$ cat src/rtl/eth_rx_slot_writer.sv
// MAC receive byte stream -> 16-bit frame-buffer port, split into NUM_SLOTS frame slots.
// Tracks per-slot full/length for the reader; oversize, errored and no-room frames are counted as drops.
module eth_rx_slot_writer #(
   parameter  int ADDR_W    = 11,
   parameter  int SLOT_LOG2 = 1,
   parameter  int MAX_LEN   = 1536,
   localparam int NUM_SLOTS = 1 << SLOT_LOG2
) (
   input  logic                    clk,
   input  logic                    rstn,
   input  logic                    rx_valid,
   input  logic [7:0]              rx_data,
   input  logic                    rx_sof,
   input  logic                    rx_eof,
   input  logic                    rx_err,
   output logic                    mem_en,
   output logic [1:0]              mem_we,
   output logic [ADDR_W-1:0]       mem_addr,
   output logic [15:0]             mem_din,
   input  logic [NUM_SLOTS-1:0]    slot_release,
   output logic [NUM_SLOTS-1:0]    slot_full,
   output logic [NUM_SLOTS*12-1:0] slot_len,
   output logic [SLOT_LOG2-1:0]    wr_slot,
   output logic [15:0]             drop_cnt
);

   localparam int OFS_W = ADDR_W - SLOT_LOG2;

   typedef enum logic [1:0] {IDLE, RECV, DROP} state_t;

   state_t                      state_q, state_d;
   logic [11:0]                 cnt_q, cnt_d, cur_cnt;
   logic                        mem_en_q, mem_en_d;
   logic [1:0]                  mem_we_q, mem_we_d;
   logic [ADDR_W-1:0]           mem_addr_q, mem_addr_d;
   logic [15:0]                 mem_din_q, mem_din_d;
   logic [NUM_SLOTS-1:0]        slot_full_q, slot_full_d;
   logic [NUM_SLOTS-1:0][11:0]  slot_len_q, slot_len_d;
   logic [SLOT_LOG2-1:0]        wr_slot_q, wr_slot_d;
   logic [15:0]                 drop_cnt_q, drop_cnt_d;
   logic                        start, take, drop_inc;

   always_comb begin
      state_d     = state_q;
      cnt_d       = cnt_q;
      mem_en_d    = 1'b0;
      mem_we_d    = 2'b00;
      mem_addr_d  = mem_addr_q;
      mem_din_d   = mem_din_q;
      slot_full_d = slot_full_q & ~slot_release;
      slot_len_d  = slot_len_q;
      wr_slot_d   = wr_slot_q;
      drop_inc    = 1'b0;
      start       = rx_valid & rx_sof;
      cur_cnt     = start ? 12'd0 : cnt_q;
      // A sof always restarts at the slot base, whatever state we were in.
      take        = rx_valid & (start ? ~slot_full_q[wr_slot_q] : (state_q == RECV));

      if (take) begin
         if (cur_cnt == 12'(MAX_LEN)) begin
            state_d  = rx_eof ? IDLE : DROP;
            drop_inc = rx_eof;
         end else begin
            mem_en_d   = 1'b1;
            mem_we_d   = cur_cnt[0] ? 2'b10 : 2'b01;
            mem_addr_d = {wr_slot_q, cur_cnt[OFS_W:1]};
            mem_din_d  = {rx_data, rx_data};
            cnt_d      = cur_cnt + 12'd1;
            state_d    = RECV;
            if (rx_eof) begin
               state_d = IDLE;
               if (rx_err) begin
                  drop_inc = 1'b1;
               end else begin
                  // Set after the release mask so completion wins over a same-cycle release.
                  slot_full_d[wr_slot_q] = 1'b1;
                  slot_len_d[wr_slot_q]  = cur_cnt + 12'd1;
                  wr_slot_d              = wr_slot_q + SLOT_LOG2'(1);
               end
            end
         end
      end else if (rx_valid & (start | (state_q == DROP))) begin
         state_d  = rx_eof ? IDLE : DROP;
         drop_inc = rx_eof;
      end

      drop_cnt_d = (drop_inc && drop_cnt_q != 16'hFFFF) ? drop_cnt_q + 16'd1 : drop_cnt_q;
   end

   always_ff @(posedge clk) begin
      if (!rstn) begin
         state_q     <= IDLE;
         cnt_q       <= '0;
         mem_en_q    <= 1'b0;
         mem_we_q    <= '0;
         mem_addr_q  <= '0;
         mem_din_q   <= '0;
         slot_full_q <= '0;
         slot_len_q  <= '0;
         wr_slot_q   <= '0;
         drop_cnt_q  <= '0;
      end else begin
         state_q     <= state_d;
         cnt_q       <= cnt_d;
         mem_en_q    <= mem_en_d;
         mem_we_q    <= mem_we_d;
         mem_addr_q  <= mem_addr_d;
         mem_din_q   <= mem_din_d;
         slot_full_q <= slot_full_d;
         slot_len_q  <= slot_len_d;
         wr_slot_q   <= wr_slot_d;
         drop_cnt_q  <= drop_cnt_d;
      end
   end

   assign mem_en    = mem_en_q;
   assign mem_we    = mem_we_q;
   assign mem_addr  = mem_addr_q;
   assign mem_din   = mem_din_q;
   assign slot_full = slot_full_q;
   assign slot_len  = slot_len_q;
   assign wr_slot   = wr_slot_q;
   assign drop_cnt  = drop_cnt_q;

endmodule

$ cat config.mk
export PLATFORM = sky130hd
export DESIGN_NAME = eth_rx_slot_writer
export DESIGN_NICKNAME = d
export VERILOG_FILES = /design/src/rtl/eth_rx_slot_writer.sv
export SDC_FILE = /design/constraint.sdc
export NUM_CORES = 1
export LEC_CHECK = 0
export BUFFER_PORTS_ARGS = -buffer_cell sky130_fd_sc_hd__buf_2
export CAP_MARGIN = 20
export CORE_UTILIZATION = 35
export DETAILED_ROUTE_END_ITERATION = 8
export HOLD_SLACK_MARGIN = 0.02
export RECOVER_POWER = 50
export SETUP_SLACK_MARGIN = 0.1
export SLEW_MARGIN = 5
export SYNTH_ARGS = -nofsm -noshare
export SYNTH_HDL_FRONTEND = slang
export SYNTH_SLANG_ARGS = --single-unit
$ cat constraint.sdc
create_clock -name clk -period 3 [get_ports clk]
set_input_delay 0.15 -clock clk [delete_from_list [all_inputs] [get_ports clk]]
set_output_delay 0.15 -clock clk [all_outputs]
set_load 0.02 [all_outputs]
==> impl_metrics.json <==
{
  "status": "complete, no violations",
  "antenna_cells": 0,
  "worstHoldPathCells": 3,
  "hp-class": "input pin to register",
  "die_h_um": 101.9,
  "ff2ff_path_depth": 6,
  "tightest_slew_ns": 0.8295,
  "syn_area_um2": 3490,
  "ioPinCount": 89,
  "fin_crit_sh_pct": 86.14,
  "initial_core_util_pct": 35.87,
  "critPathRequiredTime_ns": 3.29,
  "wl_um": 8618,
  "rows": 36,
  "wl_per_cell_um": 13.70,
  "place_hpwl_um": 5926,
  "die_area_um2": 10370,
  "syn_area_per_cell_um2": 8.348,
  "dp_cells": 611,
  "max_freq_mhz": 387.0,
  "cts_setup_buffers": 0,
  "critPathMaxFanout": 22,
  "grt_pass1_wl_um": 13970,
  "ys_types": 41,
  "powerDensity_nw_per_um2": 510.1,
  "cellLeakagePower_nw": 1.447,
  "cts_sinks": 79,
  "most-common-layout-cells": "dfxtp_1, nand2_1, clkbuf_1, a21oi_1, nor2_1",
  "startpoint_type": "register",
  "clk_path_buf_depth": 2,
  "drive_gt1_share_pct": 9.073,
  "drtIter0Drc": 172,
  "postRouteAntennaNets": 0,
  "synth_top_area_share_pct": 45.32,
  "finalWeightedCongestion": 0.7873,
  "grt_antenna_before_repair": 0,
  "finalHoldViolations": 0,
  "via_per_inst": 5.032,
  "area_growth_pct": 18.79,
  "vias": 3165,
  "clk_latency_ns": 0.36,
  "synthesis.nets": 437,
  "track_usage_pct": 17.28,
  "die_x_um": 101.9,
  "yosysWarnings": 0,
  "cts_tree": "yes",
  "rsz0062_at_grt": "false",
  "finalSetupTns_ns": 0,
  "path_clk_slew_ns": 0.09,
  "clock-skew-final_ns": 0.01189,
  "finalCriticalPeriod_ns": 2.584,
  "io_buffers": 88,
  "final_common_cell": "dfxtp_1",
  "ys_seq_area_share_pct": 45.32,
  "drv_cap": 0,
  "slew_headroom_pct": 44.57,
  "grt_pass1_vias": 2848,
  "worstSetupEndpointType": "register",
  "synthTopCellsByArea": "dfxtp_1, nand2_1, a21oi_1",
  "maxSlewViolCount": 0,
  "htreeDepth": 3,
  "netlist_instances": 418,
  "cts_root_buffer": "clkbuf_8",
  "worstSetupPathType": "register to register",
  "critical_path_arrival_ns": 2.87,
  "n_fill_cell": 1045,
  "cts_resized": 0,
  "cts_made_buffers": 9,
  "ir_worst_vdd_mv": 0.2173,
  "overflow": 0,
  "setup_viol": 0,
  "layout.nets": 510,
  "drc": 0,
  "coreArea_um2": 9729,
  "grt_start_max_net_pins": 51,
  "layout.cells.non_filler": 629,
  "yosysTopAreaCell": "dfxtp_1",
  "drt_first_pass_iters": 4,
  "synth_seq_cells": 79
}
-- area by class of cell --
type	instances	area (µm²)	area share [%]
Tap cell	133	166.4	4.014
Clock inverter	7	102.6	2.475
Timing Repair Buffer	96	431.7	10.41
Clock buffer	9	123.9	2.988
Sequential cell	79	1582	38.15
Inverter	11	41.29	0.9961
Multi-Input combinational cell	294	1698	40.96
-- flip-flops by register name (all words and copies together), names as in the netlist --
| name | flops |
|---|---|
| mem_we | 2 |
| drop_cnt | 16 |
| state_q | 2 |
| cnt_q | 12 |
| mem_din | 8 |
| wr_slot | 1 |
| slot_full | 2 |
| mem_addr | 11 |
| mem_en | 1 |
| slot_len | 24 |
-- synthesized netlist by cell type (all sizes together) --
| library cell | number |
|---|---|
| dfxtp | 79 |
| nand2 | 74 |
| a21oi | 53 |
| nor2 | 30 |
| mux2i | 26 |
| clkbuf | 20 |
| nand3 | 20 |
| buf | 14 |
| or4 | 12 |
| inv | 11 |
| o31ai | 11 |
| o21ai | 9 |
| nand4 | 8 |
| nand2b | 7 |
| or3 | 7 |
| a211oi | 4 |
| and2 | 4 |
| nor4 | 4 |
| ha | 3 |
| o41ai | 3 |
| xor2 | 3 |
| and3 | 2 |
| and4 | 2 |
| o311ai | 2 |
| or2 | 2 |
| a2111o | 1 |
| a31oi | 1 |
| and4bb | 1 |
| nor3 | 1 |
| o2111ai | 1 |
| o211a | 1 |
| o211ai | 1 |
| xnor2 | 1 |
-- through the flow --
stage                     setup WS, ns  power [mW]  utilization (%)  hold WS (ns)  area [µm²]
after floorplan                 0.5926       1.197                -        0.2905        3490
after global placement          0.4504       1.238            41.01        0.3987        3990
after detailed placement        0.3722       1.240            41.01        0.4015        3990
after CTS                       0.3632       2.139            43.44       0.02471        4227
after global routing            0.1610       2.206            42.61       0.03650        4145
final                           0.4159       2.115            42.61       0.03571        4145
-- cell families after synthesis --
kind of cell	count (synthesis)	synth area share [%]
AND/OR/NAND/NOR	174	23.84
AO/OA/AOI/OAI	87	15.42
flip-flops	79	45.32
buffers and inverters	45	5.880
multiplexers	26	7.458
XOR/XNOR	4	1.004
adder cells (fa/ha/maj)	3	1.076
-- path summary, 6_finish.rpt --
check / from / end / slack (ns)
worst max-delay path: cnt_q[5] / drop_cnt[15] / 0.42
worst min-delay path: rx_data[5] / mem_din[13] / 0.04
worst max register to register: cnt_q[5] / drop_cnt[15] / 0.42
worst min register to register: mem_addr[0] / mem_addr[0] / 0.45
-- layer usage --
metal,vias to the layer above,track usage [%],wire [µm]
met4,0,6.593,110
li1,1602,-,-
met2,90,26.92,3731
met3,10,4.378,551
met1,1463,23.06,4224
met5,-,0,0
-- report_power, final --
| group | switching (mW) | internal (mW) |
|---|---|---|
| logic | 0.102 | 0.0409 |
| clock network | 0.422 | 0.479 |
| registers | 0.0104 | 1.06 |
| total | 0.535 | 1.58 |
-- what timing repair did --
action | 4_1_cts | 5_1_grt
hold buffers | 1 | 0
setup endpoints to repair | 0 | 0
hold endpoints to repair | 1 | 0
-- critical path: stages, from the launching register on --
cell and delay [ns]:
dfxtp_1 0.37, or4_4 0.57, o41ai_4 0.48, a21oi_2 0.22, buf_8 0.21, or4_1 0.50, a21oi_1 0.16
Power figures use the tool's default switching activity.
